==> config.mk <==
export PLATFORM = sky130hd
export DESIGN_NAME = traffic_monitor
export DESIGN_NICKNAME = d
export VERILOG_FILES = /design/src/rtl/traffic_monitor.sv
export SDC_FILE = /design/constraint.sdc
export NUM_CORES = 1
export LEC_CHECK = 0
export BUFFER_PORTS_ARGS = -buffer_cell sky130_fd_sc_hd__buf_4
export CORE_ASPECT_RATIO = 0.5
export CORE_MARGIN = 10
export CORE_UTILIZATION = 45
export DETAILED_ROUTE_END_ITERATION = 6
export PLACE_DENSITY = 0.72
export SYNTH_ARGS = -nofsm -noshare
export SYNTH_HDL_FRONTEND = slang
export SYNTH_SLANG_ARGS = --single-unit
export TNS_END_PERCENT = 1
==> constraint.sdc <==
create_clock -name clk -period 2.62 [get_ports clk]
set_clock_uncertainty 0.1 [all_clocks]
set_input_delay 0.131 -clock clk [delete_from_list [all_inputs] [get_ports clk]]
set_output_delay 0.131 -clock clk [all_outputs]
set_load 0.01 [all_outputs]
==> src/rtl/traffic_monitor.sv <==
// traffic_monitor
//   Watches the light codes of a four-way intersection and checks that the
//   controller steps through the eight phases in order, holding each phase
//   for the required dwell time. Faults are latched until cleared.
//
//   Parameter
//     DWELL        cycles each phase must be held (2..15)
//
//   Ports
//     clk          single clock, rising edge
//     rst          synchronous, active-high reset
//     N, S, W, E   light codes: 001 green, 010 yellow, 100 red
//     clr          fault-clear request (only acts in FAULT)
//     locked       high while tracking a valid sequence
//     fault        sticky fault flag
//     fault_code   cause of the first fault (0 when no fault)
//     phase        last legal decoded phase
//     cycle_cnt    completed signal cycles (7 -> 0 transitions), wraps
//
//   Build option
//     TRAFFIC_MONITOR_DWELL_CHECK_EN  adds the dwell counter and the
//                                     SHORT (5) / LONG (6) fault codes.
//
//   state | meaning
//   ------+-----------------------------------------------------------
//   SYNC  | waiting for a legal successor phase to lock onto
//   TRACK | locked; checking order (and dwell, when enabled)
//   FAULT | fault latched; waits for clr with a clean sample

module traffic_monitor #(
  parameter int DWELL = 8
) (
  input  logic       clk,
  input  logic       rst,
  input  logic [2:0] N,
  input  logic [2:0] S,
  input  logic [2:0] W,
  input  logic [2:0] E,
  input  logic       clr,
  output logic       locked,
  output logic       fault,
  output logic [2:0] fault_code,
  output logic [2:0] phase,
  output logic [7:0] cycle_cnt
);

  if (DWELL < 2 || DWELL > 15) begin : g_dwell_range
    $error("traffic_monitor: DWELL must be in 2..15");
  end

  localparam logic [2:0] GRN = 3'b001;
  localparam logic [2:0] YEL = 3'b010;
  localparam logic [2:0] RED = 3'b100;

  localparam logic [2:0] FC_NONE     = 3'd0;
  localparam logic [2:0] FC_ILLEGAL  = 3'd1;
  localparam logic [2:0] FC_CONFLICT = 3'd2;
  localparam logic [2:0] FC_DARK     = 3'd3;
  localparam logic [2:0] FC_SEQ      = 3'd4;
  localparam logic [2:0] FC_SHORT    = 3'd5;
  localparam logic [2:0] FC_LONG     = 3'd6;

  typedef enum logic [1:0] {
    SYNC  = 2'd0,
    TRACK = 2'd1,
    FAULT = 2'd2
  } state_t;

  state_t     state_q, state_d;
  logic       locked_q, locked_d;
  logic       fault_q, fault_d;
  logic [2:0] fault_code_q, fault_code_d;
  logic [2:0] phase_q, phase_d;
  logic [7:0] cycle_cnt_q, cycle_cnt_d;

  // Direction index doubles as the upper two bits of the decoded phase.
  logic [2:0] dir_code [4];
  assign dir_code[0] = N;
  assign dir_code[1] = S;
  assign dir_code[2] = W;
  assign dir_code[3] = E;

  logic       any_illegal;
  logic [2:0] nonred_cnt;
  logic [2:0] dec_phase;
  logic [2:0] struct_code;
  logic       legal;
  logic       is_same;
  logic       is_succ;
  logic       dwell_short;
  logic       dwell_long;
  logic [2:0] err_code;

  always_comb begin
    any_illegal = 1'b0;
    nonred_cnt  = 3'd0;
    dec_phase   = 3'd0;
    for (int i = 0; i < 4; i++) begin
      if (!(dir_code[i] inside {GRN, YEL, RED})) any_illegal = 1'b1;
      if (dir_code[i] != RED) begin
        nonred_cnt = nonred_cnt + 3'd1;
        dec_phase  = {2'(i), dir_code[i] == YEL};
      end
    end
  end

  // Structural priority: illegal code, then all-dark, then conflict.
  always_comb begin
    if (any_illegal)              struct_code = FC_ILLEGAL;
    else if (nonred_cnt == 3'd0)  struct_code = FC_DARK;
    else if (nonred_cnt != 3'd1)  struct_code = FC_CONFLICT;
    else                          struct_code = FC_NONE;
  end

  assign legal   = (struct_code == FC_NONE);
  assign is_same = (dec_phase == phase_q);
  assign is_succ = (dec_phase == phase_q + 3'd1);

`ifdef TRAFFIC_MONITOR_DWELL_CHECK_EN
  localparam logic [3:0] DWELL_C = 4'(DWELL);

  logic [3:0] dwell_q, dwell_d;

  assign dwell_short = (dwell_q < DWELL_C);
  assign dwell_long  = (dwell_q == DWELL_C);

  // Counts samples of the current phase; restarts at 1 on every successor
  // (also the one that locks from SYNC). Saturates at DWELL since the next
  // same-phase sample is a LONG fault.
  always_comb begin
    dwell_d = dwell_q;
    if (legal && state_q != FAULT) begin
      if (is_succ)
        dwell_d = 4'd1;
      else if (is_same && state_q == TRACK && !dwell_long)
        dwell_d = dwell_q + 4'd1;
    end
  end

  always_ff @(posedge clk) begin
    if (rst) dwell_q <= 4'd0;
    else     dwell_q <= dwell_d;
  end
`else
  assign dwell_short = 1'b0;
  assign dwell_long  = 1'b0;
`endif

  always_comb begin
    state_d      = state_q;
    fault_d      = fault_q;
    fault_code_d = fault_code_q;
    phase_d      = phase_q;
    cycle_cnt_d  = cycle_cnt_q;
    err_code     = FC_NONE;
    unique case (state_q)
      SYNC: begin
        if (!legal) begin
          err_code = struct_code;
        end else begin
          phase_d = dec_phase;
          if (is_succ) state_d = TRACK;
        end
      end
      TRACK: begin
        if (!legal) begin
          err_code = struct_code;
        end else if (is_same) begin
          if (dwell_long) err_code = FC_LONG;
        end else if (!is_succ) begin
          err_code = FC_SEQ;
        end else if (dwell_short) begin
          err_code = FC_SHORT;
        end else begin
          phase_d = dec_phase;
          if (phase_q == 3'd7) cycle_cnt_d = cycle_cnt_q + 8'd1;
        end
      end
      FAULT: begin
        // A clear on a structurally bad sample re-faults with the new cause.
        if (clr) begin
          if (!legal) begin
            fault_code_d = struct_code;
          end else begin
            state_d      = SYNC;
            fault_d      = 1'b0;
            fault_code_d = FC_NONE;
            phase_d      = dec_phase;
          end
        end
      end
      default: state_d = SYNC;
    endcase
    if (err_code != FC_NONE) begin
      state_d      = FAULT;
      fault_d      = 1'b1;
      fault_code_d = err_code;
    end
    locked_d = (state_d == TRACK);
  end

  always_ff @(posedge clk) begin
    if (rst) begin
      state_q      <= SYNC;
      locked_q     <= 1'b0;
      fault_q      <= 1'b0;
      fault_code_q <= FC_NONE;
      phase_q      <= 3'd0;
      cycle_cnt_q  <= 8'd0;
    end else begin
      state_q      <= state_d;
      locked_q     <= locked_d;
      fault_q      <= fault_d;
      fault_code_q <= fault_code_d;
      phase_q      <= phase_d;
      cycle_cnt_q  <= cycle_cnt_d;
    end
  end

  assign locked     = locked_q;
  assign fault      = fault_q;
  assign fault_code = fault_code_q;
  assign phase      = phase_q;
  assign cycle_cnt  = cycle_cnt_q;

endmodule

# ---- After elaboration in Yosys (flattened, before gate mapping)
# Cells that the tools add are included.
dict set report classes {
  addsub 5
  n_eq_ne 27
  mux 39
  bitwise_logic 1
  reduce_logical 16
}
# cell n
set op_table {}
lappend op_table {{$mux W3} 17}
lappend op_table {{$mux W2} 9}
lappend op_table {{$reduce_bool A3 Y1} 6}
lappend op_table {{$eq A3 B3 Y1 const B} 5}
lappend op_table {{$add A3 B1 Y3 const B} 4}
lappend op_table {{$eq A3 B1 Y1 const B} 4}
lappend op_table {{$eq A3 B2 Y1 const B} 4}
lappend op_table {{$ne A3 B3 Y1 const B} 4}
lappend op_table {{$mux W1} 10}
lappend op_table {{$reduce_and A5 Y1} 2}
lappend op_table {{$pmux W3 S3} 1}
lappend op_table {{$add A8 B1 Y8 const B} 1}
lappend op_table {{$ne A2 B2 Y1 const B} 4}
lappend op_table {{$eq A3 B3 Y1} 2}
lappend op_table {{$logic_not A3 Y1} 2}
lappend op_table {{$pmux W2 S3} 1}
lappend op_table {{$pmux W3 S2} 1}
lappend op_table {{$reduce_bool A2 Y1} 3}
lappend op_table {{$eq A2 B1 Y1 const B} 2}
lappend op_table {{$ne A3 B1 Y1 const B} 1}
lappend op_table {{$reduce_and A3 Y1} 1}
lappend op_table {{$eq A2 B2 Y1 const B} 1}
lappend op_table {{$logic_not A2 Y1} 1}
lappend op_table {{$reduce_and A2 Y1} 1}
lappend op_table {{$not A1 Y1} 1}
dict set report totals {
  regBits 18
  out_inout_bits 16
  word_cells 94
}

# ---- Logic depth before layout (Yosys ltp)
dict set report logic_depth {
  depth_word 18
  ltp_mapped 12
}

# ---- Worst setup path after synthesis
# OpenSTA, ideal clock, no wires.
dict set report synth_timing {
  kind {input to register}
  startpoint {input port S[1]}
  endpoint {register cycle_cnt_q[5] (netlist: cycle_cnt[5])}
  t_arrival_ns 2.652
  required_time_ns 2.450
  slack_ns -0.202
  path_stages 11
  path_buffers 0
  path_cell_list {nor3b_4 inv_1 ha_1 xnor2_1 ha_1 a41oi_1 o21ai_4 and4b_4 nand4_4 or4_1 a21oi_1}
}
dict set report synth_between {
  elab_chain_len 12
}
# item line_no
set synth_lines {}
lappend synth_lines {{start, declared} 36} ;# input logic [2:0] S,
lappend synth_lines {{$ne A3 B3 Y1} 100} ;# if (dir_code[i] != RED) begin
lappend synth_lines {{$mux W3} 100}
lappend synth_lines {{$add A3 B1 Y3} 101} ;# nonred_cnt = nonred_cnt + 3'd1;
lappend synth_lines {{$mux W3} 100}
lappend synth_lines {{$add A3 B1 Y3} 101}
lappend synth_lines {{$mux W3} 100}
lappend synth_lines {{$ne A3 B1 Y1} 111} ;# else if (nonred_cnt != 3'd1) struct_code = FC_CONFLICT;
lappend synth_lines {{$mux W2} 111}
lappend synth_lines {{$mux W2} 110} ;# else if (nonred_cnt == 3'd0) struct_code = FC_DARK;
lappend synth_lines {{$mux W2} 109} ;# if (any_illegal) struct_code = FC_ILLEGAL;
lappend synth_lines {{$logic_not A3 Y1} 115} ;# assign legal = (struct_code == FC_NONE);
lappend synth_lines {{$reduce_and A5 Y1 (no line) (*)} --}
lappend synth_lines {{end signal, assigned} 216} ;# cycle_cnt_q <= cycle_cnt_d;
lappend synth_lines {{end, declared} 74} ;# logic [7:0] cycle_cnt_q, cycle_cnt_d;
# Mark *: on every way between the ends. The rest lies on a longest branch, timed or not.
# A chain may end at the register's enable or synchronous reset.

# ---- Worst setup path in the final report
dict set report layout_timing {
  startpoint {register phase_q[0] (netlist: phase[0])}
  endpoint {register cycle_cnt_q[4] (netlist: cycle_cnt[4])}
}
dict set report layout_between {
  elab_chain_len 3
}
# item line_no
set layout_lines {}
lappend layout_lines {{start, declared} 73} ;# logic [2:0] phase_q, phase_d;
lappend layout_lines {{start signal, assigned} 215} ;# phase_q <= phase_d;
lappend layout_lines {{$add A3 B1 Y3 or $eq A3 B3 Y1 (tied branches)} {117, 116}}
lappend layout_lines {{$eq A3 B3 Y1 or $not A1 Y1 (tied branches)} --}
lappend layout_lines {{$reduce_and A5 Y1 (no line) (*)} --}
# Marks and branches as above.

==> summary.txt <==
Worst setup path
  – Critical Path End Type: register
  – CP Depth: 7
  – Critical R2R Capture: cycle_cnt[4]
  – Worst path max stage delay: 510 ps
  – Critical Path AT: ~2600 ps
  – Worst setup startpoint: phase[0]
  – Reg2reg start: phase[0]
  – Bufs and invs on worst path: 0
  – Critical path type: reg -> reg
  – Crit path max fanout: 5
  – Slowest CP cell: or4b_4
  – Most frequent CP cell: ha_1
  – Worst EP required: ~2700 ps
  – Crit path max-delay family: simple AND/OR/NAND/NOR gates
  – R2R Setup Slk: 100 ps
  – End of the critical path: cycle_cnt[4]
  – Reg2Reg Depth: 7
  – Startpoint Class: register
  – Cells along the critical path: ha_1 > ha_1 > or3_1 > a32oi_4 > nand4_4 > or4b_4 > a21oi_2

Synth
  – Sequential-to-total area share from yosys stat: 0.258
  – Syn Area/Cell: between 8 and 9 um2
  – Synthesized flop and latch total: 18
  – Adder-cell area share of the yosys netlist: 0.0447
  – Mapped Area: around 1400 um2
  – YS warnings: 0
  – Count leader, synth: dfxtp_1
  – Post-synthesis mux area share: 0.0465
  – Most used DFF post-synth: dfxtp_1
  – Syn Inst Count: about 160
  – Share of the synthesized area in the top cell type: 0.258
  – Largest cells by area after synthesis: dfxtp_1 26%, o21ai_0 5.4%, ha_1 4.5%, xnor2_1 4.4%, a21oi_1 3.9%
  – Dominant cell type by area after synthesis: dfxtp_1
  – Yosys cell types: a little over 50
  – Largest family of logic cells by synthesized area: simple AND/OR/NAND/NOR gates
  – Post-synthesis compound-gate area fraction: 0.260
  – Asr flop ratio synth: 0
  – Synth Area in XOR/XNOR: 0.0501
  – Mapped Nets: 178
  – Post-synth EDFFs: 0
  – Simple logic cell fraction of the synthesized area: 0.302
  – Synth cell count leaders: 18 x dfxtp_1, 15 x o21ai_0, 11 x a21oi_1

Route
  – Final WL: a little under 4000 um
  – DRC Markers: 0
  – DR iter-0 viols: around 90
  – Via density: 5.89
  – First-pass DRT Iterations: 4
  – DR vias: 1,503
  – Post-DRT Antenna Nets: 0
  – Post-DR wirelength/cell: approximately 15 um

CTS
  – Root buf cell: clkbuf_8
  – Clock sink count: 18
  – Max H-tree Level: 1
  – CTS tree: done
  – Clock slew at reported path FFs: 70 ps
  – Clk buf depth: 2
  – CTS buffer count: 3
  – Later-pin clock latency in the skew report: about 260 ps

Global routing
  – Vias in the first global route: 1,468
  – Gr usage total: 0.130
  – Grt ovf: 0
  – Antenna violations before repair: 0
  – First-pass GRT wire length: 6550 um
  – Pin count of the biggest net entering global routing: 14

Layout
  – Layout cells sized above 1: 0.400
  – Final Cell Area: ~2000 um2
  – Ant diodes: 0
  – Area growth, synth to finish: 42.5%
  – Final net count: roughly 240

STA
  – Setup violators final: 0
  – Fraction of the cycle the final worst path needs: 0.961
  – Peak Freq: approximately 400 MHz
  – Slew Limit Fails: 0
  – Tightest Pin Transition: ~600 ps
  – Hold slack: 33.1 ps
  – Worst relative slew slack: 0.582
  – Final worst slack: 103 ps
  – Final hold vios: 0
  – Final Critical Period: 2520 ps

Floorplanning
  – Total core area: ~3000 um2
  – Die height: between 50 and 60 um
  – Initial core utilization: 0.467
  – Number of I/O pins: 31
  – Die area: 5870 um2
  – Row count: 14
  – Die W: approximately 99 um

Flow run
  – Max Cap Violations: 0

Place
  – Port-buffer cells: 30
  – GPL Wtd Cong: 0.862
  – Worst slack, placed: -205 ps
  – Post-DP Area: 1870 um2
  – Detail Placement HPWL: approximately 2900 um

Power
  – Power Density: ~340 nW/um2
  – Leakage: roughly 0.00075 uW
  – Total power: between 600 and 700 uW
  – Peak VDD IR: between 0.2 and 0.3 mV

Outcome
  – Run status: finished, final reports clean

Min path
  – Worst Hold Class: in -> reg
-- worst reg2reg max path, stage by stage (launching register included) --
cell and delay (ps):
dfxtp_1 320, ha_1 200, ha_1 300, or3_1 460, a32oi_4 290, nand4_4 150, or4b_4 510, a21oi_2 120
-- what timing repair did --
item | 4_1_cts | 5_1_grt
buffers inserted | 0 | 2
endpoints found under the setup margin | 0 | 7
hold buffers | 0 | 0
resized for setup | 0 | 8
-- routing by layer --
| layer | global-route usage | vias up | wire length (um) |
|---|---|---|---|
| met5 | 0 | - | 0 |
| met4 | 0.0385 | 0 | 60 |
| met3 | 0.0361 | 5 | 199 |
| met2 | 0.225 | 36 | 1860 |
| met1 | 0.155 | 707 | 1740 |
| li1 | - | 755 | - |
-- per-stage QoR --
step / TNS, ps / util / instances
3_3_place_gp: -366 / 0.625 / 248
3_5_place_dp: -1300 / 0.625 / 248
6_report: 0 / 0.665 / 255
2_1_floorplan: -47.5 / - / 158
4_1_cts: 0 / 0.643 / 252
5_1_grt: -44.8 / 0.665 / 255
-- cell families after synthesis --
kind of cell    Yosys count
compound gates           52
xor+xnor                  8
fa+ha+maj                 5
buf+inv                   9
flops                    18
mux                       6
simple gates             60
-- sequential cells by signal, indices dropped and copies added (netlist names) --
signal,cells
cycle_cnt,8
fault_code,3
phase,3
state_q,2
fault,1
locked,1
-- report_power, final --
| part | total, uW | internal [uW] | leakage (uW) | switching (uW) |
|---|---|---|---|---|
| Sequential | 281 | 277 | 0.000146 | 3.44 |
| Combinational | 155 | 80.0 | 0.000578 | 74.6 |
| Clock | 236 | 134 | 0.0000288 | 102 |
| Total | 671 | 491 | 0.000753 | 180 |
-- how the worst min path moves through the flow --
stage	startpoint	to	cells past startpoint	slack [ps]
3_5_place_dp	rst	cycle_cnt[6]	2	320
2_1_floorplan	rst	fault_code[1]	1	140
4_1_cts	rst	phase[0]	2	40
5_1_grt	rst	cycle_cnt[4]	2	40
6_report	rst	cycle_cnt[4]	2	30
3_3_place_gp	rst	cycle_cnt[4]	2	310
-- layout by cell type (no fill, tap or decap), types with 3 or more instances in the layout --
| cell | instances |
|---|---|
| nor3_1 | 3 |
| a21oi_1 | 10 |
| nand2_1 | 6 |
| inv_1 | 3 |
| or3_1 | 5 |
| o21ai_0 | 14 |
| clkbuf_8 | 4 |
| o31ai_1 | 4 |
| mux2i_1 | 4 |
| xnor2_1 | 6 |
| nor3b_4 | 3 |
| nor2_1 | 8 |
| nand2b_1 | 3 |
| buf_4 | 56 |
| o311a_1 | 3 |
| ha_1 | 3 |
| or4_1 | 4 |
| nand3_1 | 5 |
| dfxtp_1 | 18 |
| nand4_1 | 4 |
-- cell type report --
cell class / instances / area [um2]
well taps: 40 / 50.0
flip-flops and latches: 18 / 360
clock buffers: 4 / 55.1
inverters: 5 / 18.8
repair buffers: 56 / 420
fillers: 263 / 1000
multi-input cells: 132 / 1090
No activity file was read; power rests on OpenSTA's default activity.
